==> src/rtl/fifo_wr_arbiter.sv <==
// fifo_wr_arbiter: round-robin arbiter sharing one async FIFO write port
// between NUM_REQ requesters in the write clock domain. A grant lasts for
// one burst, which ends on a last-word marker, after MAX_BURST words, or when
// the owner drops its request while the FIFO has room. Writes are registered
// (1-cycle latency) and stall while the FIFO reports almost-full.
// Optional feature macro: FIFO_WR_ARB_STALL_CNT_EN adds a saturating stall
// counter output (stall_cnt) and its synchronous clear input (stall_clr).
module fifo_wr_arbiter #(
  parameter int NUM_REQ   = 4,
  parameter int DATA_W    = 8,
  parameter int MAX_BURST = 8
) (
  input  logic                      clk,
  input  logic                      rst,
  input  logic [NUM_REQ-1:0]        req,
  input  logic [NUM_REQ*DATA_W-1:0] req_data,
  input  logic [NUM_REQ-1:0]        req_last,
  output logic [NUM_REQ-1:0]        req_ack,
  input  logic                      fifo_afull,
  output logic                      fifo_wr_en,
  output logic [DATA_W-1:0]         fifo_data,
  output logic [NUM_REQ-1:0]        grant,
  output logic                      busy
`ifdef FIFO_WR_ARB_STALL_CNT_EN
  ,
  output logic [15:0]               stall_cnt,
  input  logic                      stall_clr
`endif
);

  localparam int               IDX_W       = $clog2(NUM_REQ);
  localparam logic [IDX_W:0]   NUM_REQ_L   = (IDX_W+1)'(NUM_REQ);
  localparam logic [IDX_W-1:0] LAST_IDX    = IDX_W'(NUM_REQ - 1);
  localparam logic [7:0]       MAX_BURST_L = 8'(MAX_BURST);

  typedef enum logic {
    ST_IDLE  = 1'b0,
    ST_BURST = 1'b1
  } state_t;

  // registered state
  state_t             r_state;
  logic [NUM_REQ-1:0] r_grant;
  logic [IDX_W-1:0]   r_idx;    // index of current owner (valid in BURST)
  logic [IDX_W-1:0]   r_ptr;    // last served requester
  logic [7:0]         r_count;  // words accepted in this burst
  logic               r_wr_en;
  logic [DATA_W-1:0]  r_data;

  // combinational signals
  logic               w_sel_req;
  logic               w_sel_last;
  logic [DATA_W-1:0]  w_sel_data;
  logic               w_found;
  logic [IDX_W-1:0]   w_win;
  logic [NUM_REQ-1:0] w_win_oh;
  logic               w_accept;
  logic               w_abandon;
  logic [7:0]         w_count_inc;
  state_t             w_state_nx;
  logic [NUM_REQ-1:0] w_grant_nx;
  logic [IDX_W-1:0]   w_idx_nx;
  logic [IDX_W-1:0]   w_ptr_nx;
  logic [7:0]         w_count_nx;
  logic               w_wr_en_nx;
  logic [DATA_W-1:0]  w_data_nx;

  // Mux out the owner's request, last marker and data word.
  always_comb begin
    w_sel_req  = 1'b0;
    w_sel_last = 1'b0;
    w_sel_data = {DATA_W{1'b0}};
    for (int i = 0; i < NUM_REQ; i++) begin
      w_sel_req  = (r_idx == IDX_W'(i)) ? req[i]                     : w_sel_req;
      w_sel_last = (r_idx == IDX_W'(i)) ? req_last[i]                : w_sel_last;
      w_sel_data = (r_idx == IDX_W'(i)) ? req_data[i*DATA_W +: DATA_W] : w_sel_data;
    end
  end

  // Round-robin search: first requesting index above the pointer, wrapping.
  always_comb begin : arb_search
    logic [IDX_W:0] sum_v;
    logic [IDX_W:0] cand_v;
    logic           take_v;
    w_found = 1'b0;
    w_win   = r_ptr;
    sum_v   = {(IDX_W+1){1'b0}};
    cand_v  = {(IDX_W+1){1'b0}};
    take_v  = 1'b0;
    for (int k = 1; k <= NUM_REQ; k++) begin
      sum_v   = {1'b0, r_ptr} + (IDX_W+1)'(k);
      cand_v  = (sum_v >= NUM_REQ_L) ? (sum_v - NUM_REQ_L) : sum_v;
      take_v  = ~w_found & req[cand_v[IDX_W-1:0]];
      w_win   = take_v ? cand_v[IDX_W-1:0] : w_win;
      w_found = w_found | take_v;
    end
  end

  assign w_win_oh    = {{(NUM_REQ-1){1'b0}}, 1'b1} << w_win;
  assign w_count_inc = r_count + 8'd1;
  // Accept only for the owner while the FIFO has room.
  assign w_accept    = (r_state == ST_BURST) & w_sel_req & ~fifo_afull;
  // An owner dropping its request ends the burst, but only outside a stall.
  assign w_abandon   = (r_state == ST_BURST) & ~w_sel_req & ~fifo_afull;

  // Next-state and next-output logic for the IDLE/BURST controller.
  always_comb begin
    w_state_nx = r_state;
    w_grant_nx = r_grant;
    w_idx_nx   = r_idx;
    w_ptr_nx   = r_ptr;
    w_count_nx = r_count;
    w_wr_en_nx = 1'b0;
    w_data_nx  = r_data;
    case (r_state)
      ST_IDLE: begin
        if (w_found) begin
          w_state_nx = ST_BURST;
          w_grant_nx = w_win_oh;
          w_idx_nx   = w_win;
          w_count_nx = 8'd0;
        end else begin
          w_state_nx = ST_IDLE;
        end
      end
      ST_BURST: begin
        if (w_accept) begin
          w_wr_en_nx = 1'b1;
          w_data_nx  = w_sel_data;
          w_count_nx = w_count_inc;
          if (w_sel_last || (w_count_inc == MAX_BURST_L)) begin
            w_state_nx = ST_IDLE;
            w_grant_nx = {NUM_REQ{1'b0}};
            w_ptr_nx   = r_idx;
          end else begin
            w_state_nx = ST_BURST;
          end
        end else if (w_abandon) begin
          w_state_nx = ST_IDLE;
          w_grant_nx = {NUM_REQ{1'b0}};
          w_ptr_nx   = r_idx;
        end else begin
          // stall: grant, count and pointer all hold
          w_state_nx = ST_BURST;
        end
      end
      default: begin
        w_state_nx = ST_IDLE;
        w_grant_nx = {NUM_REQ{1'b0}};
      end
    endcase
  end

  // State and output registers; pointer resets so requester 0 wins first.
  always_ff @(posedge clk or posedge rst) begin
    if (rst) begin
      r_state <= ST_IDLE;
      r_grant <= {NUM_REQ{1'b0}};
      r_idx   <= {IDX_W{1'b0}};
      r_ptr   <= LAST_IDX;
      r_count <= 8'd0;
      r_wr_en <= 1'b0;
      r_data  <= {DATA_W{1'b0}};
    end else begin
      r_state <= w_state_nx;
      r_grant <= w_grant_nx;
      r_idx   <= w_idx_nx;
      r_ptr   <= w_ptr_nx;
      r_count <= w_count_nx;
      r_wr_en <= w_wr_en_nx;
      r_data  <= w_data_nx;
    end
  end

  assign req_ack    = r_grant & req & {NUM_REQ{~fifo_afull}};
  assign grant      = r_grant;
  assign fifo_wr_en = r_wr_en;
  assign fifo_data  = r_data;
  assign busy       = (r_state == ST_BURST);

`ifdef FIFO_WR_ARB_STALL_CNT_EN
  logic [15:0] r_stall_cnt;

  // Saturating count of stalled BURST cycles; clear has priority.
  always_ff @(posedge clk or posedge rst) begin
    if (rst) begin
      r_stall_cnt <= 16'd0;
    end else if (stall_clr) begin
      r_stall_cnt <= 16'd0;
    end else if ((r_state == ST_BURST) && fifo_afull && (r_stall_cnt != 16'hFFFF)) begin
      r_stall_cnt <= r_stall_cnt + 16'd1;
    end else begin
      r_stall_cnt <= r_stall_cnt;
    end
  end

  assign stall_cnt = r_stall_cnt;
`endif

endmodule

==> config.mk <==
export PLATFORM = sky130hd
export DESIGN_NAME = fifo_wr_arbiter
export DESIGN_NICKNAME = d
export VERILOG_FILES = /design/src/rtl/fifo_wr_arbiter.sv
export SDC_FILE = /design/constraint.sdc
export NUM_CORES = 1
export LEC_CHECK = 0
export ABC_AREA = 0
export ABC_CLOCK_PERIOD_IN_PS = 2900
export CORE_UTILIZATION = 48
export DETAILED_ROUTE_END_ITERATION = 10
export PLACE_DENSITY = 0.87
export SLEW_MARGIN = 20
export SYNTH_ARGS = -nofsm -noshare
export SYNTH_HDL_FRONTEND = slang
export SYNTH_SLANG_ARGS = --single-unit
==> constraint.sdc <==
create_clock -name clk -period 2.9 [get_ports clk]
set_input_delay 0.58 -clock clk [delete_from_list [all_inputs] [get_ports clk]]
set_output_delay 0.58 -clock clk [all_outputs]
set_load 0.01 [all_outputs]
=== Yosys cells after proc, flatten, opt, wreduce, memory -nomap -nowiden ===
Index checks and enable logic that the tools add are counted.
W data, S select, Z words.

* $add $sub $neg: 9
* Order comparisons: 8
* Eq/ne operators: 9
* Shift operators: 1
* Muxes and demuxes: 46
* Bitwise logic cells: 18
* Reductions and logical operators: 8

{| class="wikitable"
|+ Operator list
! operator !! number
|-
| $mux W8 || 6
|-
| $mux W2 || 11
|-
| $mux W1 || 18
|-
| $mux W4 || 4
|-
| $pmux W8 S2 || 1
|-
| $ge A3 B3 Y1 const B || 4
|-
| $lt A2 B3 Y1 const B || 4
|-
| $add A8 B1 Y8 const B || 1
|-
| $and A4 B4 Y4 || 2
|-
| $bmux W1 S2 || 4
|-
| $eq A8 B4 Y1 const B || 1
|-
| $pmux W4 S2 || 1
|-
| $sub A2 B1 Y2 const B || 4
|-
| $and A1 B1 Y1 || 7
|-
| $add A2 B2 Y3 const B || 2
|-
| $not A1 Y1 || 6
|-
| $reduce_and A2 Y1 || 3
|-
| $reduce_and A3 Y1 || 2
|-
| $eq A2 B2 Y1 const B || 2
|-
| $ne A2 B1 Y1 const B || 2
|-
| $shl A1 B2 Y4 const A || 1
|-
| $add A2 B1 Y3 const B || 1
|-
| $add A2 B3 Y3 const B || 1
|-
| $ne A3 B1 Y1 const B || 1
|-
| other kinds (8) || 10
|}

* Register bits: 26
* Input port bits: 43
* Word-level logic and storage cells: 106

=== Longest topological paths before layout ===
Gate-level depths: netlist (run 1).

* Word-level depth: 17
* Gate-level depth with buffers: 7
* Gate-level depth less buffers: 6

=== Least setup slack after synthesis (run 1) ===
OpenSTA, ideal clock, no wires.

* Path type: register to register
* From: reg r_count[0]
* To: reg r_ptr[0]
* Data arrival time: 1.877 ns
* Setup slack: 0.941 ns
* Cell stages (with the launch flop): 6
* Clock period less this slack: 1.959 ns
* Cell sequence: dfrtp_1 > ha_1 > and3_1 > o31a_1 > o41ai_4 > mux2_2

* Word-level cells in the longest chain between the ends: 5

{| class="wikitable"
|+ Ends and longest elaborated chain
! item !! RTL line !! text
|-
| start, declared || 46 || <nowiki>logic [7:0] r_count;</nowiki>
|-
| start signal, assigned || 169 || <nowiki>r_count <= w_count_nx;</nowiki>
|-
| $add A8 B1 Y8 || 100 || <nowiki>assign w_count_inc = r_count + 8'd1;</nowiki>
|-
| $eq A8 B4 Y1 || 131 || <nowiki>if (w_sel_last || (w_count_inc == MAX_BURST_L)) begin</nowiki>
|-
| $logic_or A1 B1 Y1 || 131 ||
|-
| $ne A2 B1 Y1 (no line) || - ||
|-
| $reduce_and A3 Y1 (no line) || - ||
|-
| end signal, assigned || 168 || <nowiki>r_ptr <= w_ptr_nx;</nowiki>
|-
| end, declared || 45 || <nowiki>logic [IDX_W-1:0] r_ptr;</nowiki>
|}

Every way passes these cells.
A chain may end at the register's enable or synchronous reset.

=== Worst setup path in the final report (run 1) ===
* From: in req[3]
* To: out req_ack[3]

* Word-level cells in the longest chain between the ends: 2

{| class="wikitable"
|+ Ends and longest elaborated chain
! item !! RTL line !! text
|-
| start, declared || 15 || <nowiki>input logic [NUM_REQ-1:0] req,</nowiki>
|-
| $and A4 B4 Y4 (2 in a row) || 175 || <nowiki>assign req_ack = r_grant & req & {NUM_REQ{~fifo_afull}};</nowiki>
|-
| end, declared || 18 || <nowiki>output logic [NUM_REQ-1:0] req_ack,</nowiki>
|}

Every way passes these cells.

==> run metrics, run 1 <==
max_cap viols=0; Syn Area/Cell=10.86 sq um; Max Slew Vio Count=0; Post-synth top cells=dfrtp_1, nand2_1, mux2_2; worst skew pair latency=320 ps; Synth top area share=36.87%; ys async rst share=100.0%; first-pass GRT wire length=6.506 mm; Via density=5.681; vias in the first global route=1466; fin area=2293 sq um; cts hold-fix bufs=0; P_leak=0.9463 nW; Vias=1426; Routed WL=4.005 mm; placed cell areas=2257 sq um; CP Cell Sequence=clkdlybuf4s50_1, and3b_1, clkdlybuf4s50_1; Setup Skew=6.815 ps; Worst setup SP type=input pin; worst-path fanout max=8; Top FF cell, synth=dfrtp_1; RSZ-0062 raised after global routing=false; Net Count, Synth=195; # rows=20; Root Buffer=clkbuf_4; pin count of the biggest net entering global routing=27; core area=3128 sq um; router iterations before antenna repair=4; CP max stage delay=630 ps; fin crit share=86.73%; GPL Wtd Cong=0.8454; Setup Buffers After CTS=0; kind of critical path=input pin to primary output; most frequent cell after synthesis=dfrtp_1; clock buffer depth=2; CTS tree=built; hold_ws=530.2 ps; TNS Setup=0 ps; Area contributors post-synth=dfrtp_1, mux4_2, mux2_2, dfstp_2, nand2_1; Yosys top cell by area=dfrtp_1; Seq/Total Area, Yosys=40.09%; Worst-path clk slew=140 ps; synthesized area=1629 sq um; cell family with most CP delay=buffers and inverters; Crit-path slowest cell=clkdlybuf4s50_1; Initial Util=52.08%; Ports=61; clock sink count=26; GRT Total Usage=24.72%; Antenna Cells=0; post_cts resized=0; IO Port Bufs=60; EDFF count, synth=0; # setup viols final=0; DRC=0; number of H-tree levels=1; Die Height=60.26 microns; FF-to-FF path depth=5; area grow syn2layout=40.78%; Initial DRC Count=91; Ys Warns=0; R2R Setup Slk=650 ps; grt total ovfl=0; ANT nets after route=0; utilization of the core after routing=73.32%; nets=253; WP data required=2320 ps; Overall Power=1.765 mW; DR WL/cell=15.96 microns; initial antenna violation count=0; Critical Path Most Common Cell=clkdlybuf4s50_1; Max rail drop VDD=0.3876 mV; CTS Buf Count=3; Hold WC Path Type=flip-flop to flip-flop; DIE AREA=3631 sq um; critical path depth in cells=3; status=complete, no violations; Die W=60.26 microns; fillers=216; CP arrival=1940 ps; CP Capture Type=primary output; Non-Filler Instances=251; share of layout cells above drive strength 1=17.39%; Yosys cell types=40; cell area power density=769.7 nW/um^2; post-DP HPWL=3.096 mm; worst slew pin tran=534.0 ps; cells after synthesis=150; hold-critical path depth=1; Place WS=328.6 ps; fin crit period=2515 ps; final hold vios=0; Max Freq=0.3976 GHz; register bit total from synthesis=26; worst setup margin=384.7 ps; WP buf/inv=2; Rel. slew slack=64.40%; placed cells=247
-- per-layer routing --
metal	vias up	routed length (microns)	track usage, %	part of all wire [%]
met5	-	0	0	0
met4	0	36	6.977	0.90
met3	4	243	4.113	6.1
met2	67	2190	45.21	55
met1	695	1535	29.43	38
li1	660	-	-	-
-- path summary, 6_finish.rpt --
kind	from	to
max in group asynchronous	rst	r_ptr[0]
worst max register to register	r_idx[1]	fifo_data[3]
worst max-delay path	req[3]	req_ack[3]
worst min register to register	fifo_data[2]	fifo_data[2]
min in group asynchronous	rst	grant[3]
worst min-delay path	fifo_data[2]	fifo_data[2]
-- kinds of logic after synthesis --
logic type      after synthesis  share of synthesized area [%]
compound gates               30                          13.67
xor+xnor                      6                          3.226
fa+ha+maj                     2                          1.536
buf+inv                      20                          5.607
flops                        26                          40.09
mux                          23                          22.04
simple gates                 43                          13.83
-- worst register-to-register path, cell delays in order (launching register included) --
cell and delay (ps):
dfrtp_1 710, mux2_2 400, o22ai_1 210, or2_1 220
buf_4 250, mux2_2 370
-- where the power goes --
| part | total, mW | internal (mW) | switching, mW |
|---|---|---|---|
| Clock | 0.183 | 0.0767 | 0.106 |
| Combinational | 0.933 | 0.542 | 0.392 |
| Sequential | 0.649 | 0.506 | 0.143 |
| Total | 1.77 | 1.12 | 0.641 |
-- layout by cell type, fill, tap and decap left out, types with 3 or more instances in the layout --
master	count
a21o_1	4
a21oi_1	3
buf_4	4
clkbuf_4	3
clkdlybuf4s50_1	60
dfrtp_1	24
inv_1	9
mux2_2	13
mux4_2	9
nand2_1	14
nand2b_1	3
nand3_1	6
nor2_1	4
nor3_1	3
nor3b_1	3
o21ai_0	9
o32ai_1	4
xnor2_1	3
xor2_1	3
-- registers in the layout, indices dropped and copies added (netlist names) --
| signal | count |
|---|---|
| grant | 4 |
| fifo_wr_en | 1 |
| fifo_data | 8 |
| busy | 1 |
| r_ptr | 2 |
| r_idx | 2 |
| r_count | 8 |
-- cell type report --
cell class	instances	area [sq um]	area share [%]
tap	44	55.05	2.400
sequential	26	653.1	28.48
timing repair buffer	64	630.6	27.50
clock buffer	4	36.28	1.582
multi-input combinational	104	884.6	38.57
inverter	9	33.78	1.473
Note: power is estimated with default switching activity, not from simulation.
==> run 2, diff against run 1 <==
CELL_PAD_IN_SITES_DETAIL_PLACEMENT = 0   (was unset)
CELL_PAD_IN_SITES_GLOBAL_PLACEMENT = 1   (was unset)
CORE_UTILIZATION = 36   (was 48)
PLACE_DENSITY = 0.86   (was 0.87)
==> run 2 against run 1 <==
Final area rose by 1.5%. Register-to-register slack improved by 20 ps. Fmax down 0.27%. First-iteration DRC count shrank 48%. Non-clock buffer count grew 2. Combinational power is 1% higher. Global-route usage fell by 7.8 points. Sequential cell count stayed put. Via count down 4.5%. Worst setup slack lost 6.8 ps. Utilization shrank 20 points. Total power rose by 1.9%. Highest routed layer unchanged.
==> run metrics, run 2 (synthesis results as in run 1) <==
GRT Total Usage=16.89% (-7.8 points); final hold vios=0 (unchanged); RSZ-0062 raised after global routing=false; router iterations before antenna repair=4 (unchanged); routed length on met3=135 microns (-44%); status=complete, no violations; WP data required=2320 ps (about the same); DR WL/cell=14.76 microns (-7.5%); Ports=61 (unchanged); CP arrival=1940 ps (about the same); P_leak=0.9575 nW (+1.2%); fin crit period=2522 ps (+6.762 ps); nets=255 (+0.79%); ANT nets after route=0 (unchanged); fillers=403 (+87%); area grow syn2layout=42.86%; worst slew pin tran=545.3 ps (+11.24 ps); kind of critical path=input pin to primary output; r2r startpoint=r_count[0]; Die W=69.27 microns (+15%); clock sink count=26 (unchanged); most frequent cells in the layout=clkdlybuf4s50_1, dfrtp_1, nand2_1; initial antenna violation count=0 (unchanged); Initial DRC Count=47 (-48%); Initial Util=37.41% (-15 points); Antenna Cells=0 (unchanged); Vias=1362 (-4.5%); share of layout cells above drive strength 1=17.70% (+0.31 points); vias in the first global route=1390 (-5.2%); Via density=5.218 (-8.1%); Setup Buffers After CTS=0 (unchanged); worst-path fanout max=8 (unchanged); TNS Setup=0 ps (unchanged); grt total ovfl=0 (unchanged); Worst setup SP type=input pin; hold-critical path depth=1 (unchanged); Rel. slew slack=63.52% (-0.87 points); worst skew pair latency=270 ps (-50 ps); GPL Wtd Cong=0.8105 (-4.1%); IO Port Bufs=60 (unchanged); most common cell after layout, fill and taps aside=clkdlybuf4s50_1; first-pass GRT wire length=6.534 mm (+0.43%); CTS Buf Count=3 (unchanged); post-DP HPWL=2.899 mm (-6.3%); # setup viols final=0 (unchanged); Top Metal Used=met4; Die Height=69.27 microns (+15%); Max Freq=0.3965 GHz (-0.27%); Routed WL=3.852 mm (-3.8%); beginning of the critical path=req[3]; core area=4354 sq um (+39%); met1 WL=1.775 mm (+16%); number of H-tree levels=1 (unchanged); Root Buffer=clkbuf_8; max_cap viols=0 (unchanged); clock buffer depth=2 (unchanged); utilization of the core after routing=53.45% (-20 points); Setup Skew=1.997 ps (-4.817 ps); pin count of the biggest net entering global routing=27 (unchanged); Hold Path Origin=fifo_data[2]; DIE AREA=4798 sq um (+32%); Max Slew Vio Count=0 (unchanged); fin crit share=86.97% (+0.23 points); Hold WC Path Type=flip-flop to flip-flop; # rows=24 (+20%); met2 routed WL=1.923 mm (-12%); cts hold-fix bufs=0 (unchanged); cell area power density=772.7 nW/um^2 (+0.39%); post_cts resized=0 (unchanged); FF-to-FF path depth=5 (unchanged); DRC=0 (unchanged); Worst-path clk slew=90 ps (-50 ps); CTS tree=built; CP Capture Type=primary output; Max rail drop VDD=0.4080 mV (+5.3%)
## run 2: metal layers
layer / global-route usage, % / vias up
met5: 0 / -
li1: - / 664
met3: 4.070 / 2
met2: 27.83 / 28
met4: 2.041 / 0
met1: 23.25 / 668
## run 2: final cells by class
type                            instances  area [sq um]  area share [%]
Tap cell                               52         65.06           2.796
Multi-Input combinational cell        104         884.6           38.01
Clock buffer                            4         45.04           1.935
Sequential cell                        26         653.1           28.06
Timing Repair Buffer                   66         645.6           27.74
Inverter                                9         33.78           1.452
## run 2: path summary, 6_finish.rpt
check / slack, ps / to
hold / removal: 520 / fifo_data[2]
hold reg to reg: 520 / fifo_data[2]
setup / recovery: 380 / req_ack[3]
max in group asynchronous: 1920 / r_ptr[1]
setup reg to reg: 670 / r_ptr[1]
min in group asynchronous: 670 / fifo_data[4]
## run 2: stage by stage
stage / setup WS, ps / std cells / cell area (sq um) / power (mW) / hold slack (ps)
after floorplan: 940.7 / 150 / 1629 / 1.196 / 539.5
after global placement: 319.4 / 257 / 2282 / 1.583 / 487.8
after detailed placement: 269.7 / 257 / 2282 / 1.602 / 497.4
after CTS: 373.0 / 261 / 2327 / 1.820 / 524.1
after global routing: 339.9 / 261 / 2327 / 1.924 / 539.8
final: 378.0 / 261 / 2327 / 1.798 / 518.8
## run 2: worst max-delay path, cell delays in order
cell and delay [ps]:
clkdlybuf4s50_1 630, and3b_1 200, clkdlybuf4s50_1 530
## run 2: where the power goes
part / internal, mW / total (mW) / switching, mW
Clock: 0.0984 / 0.212 / 0.114
Sequential: 0.507 / 0.640 / 0.133
Combinational: 0.555 / 0.946 / 0.391
Total: 1.16 / 1.80 / 0.638
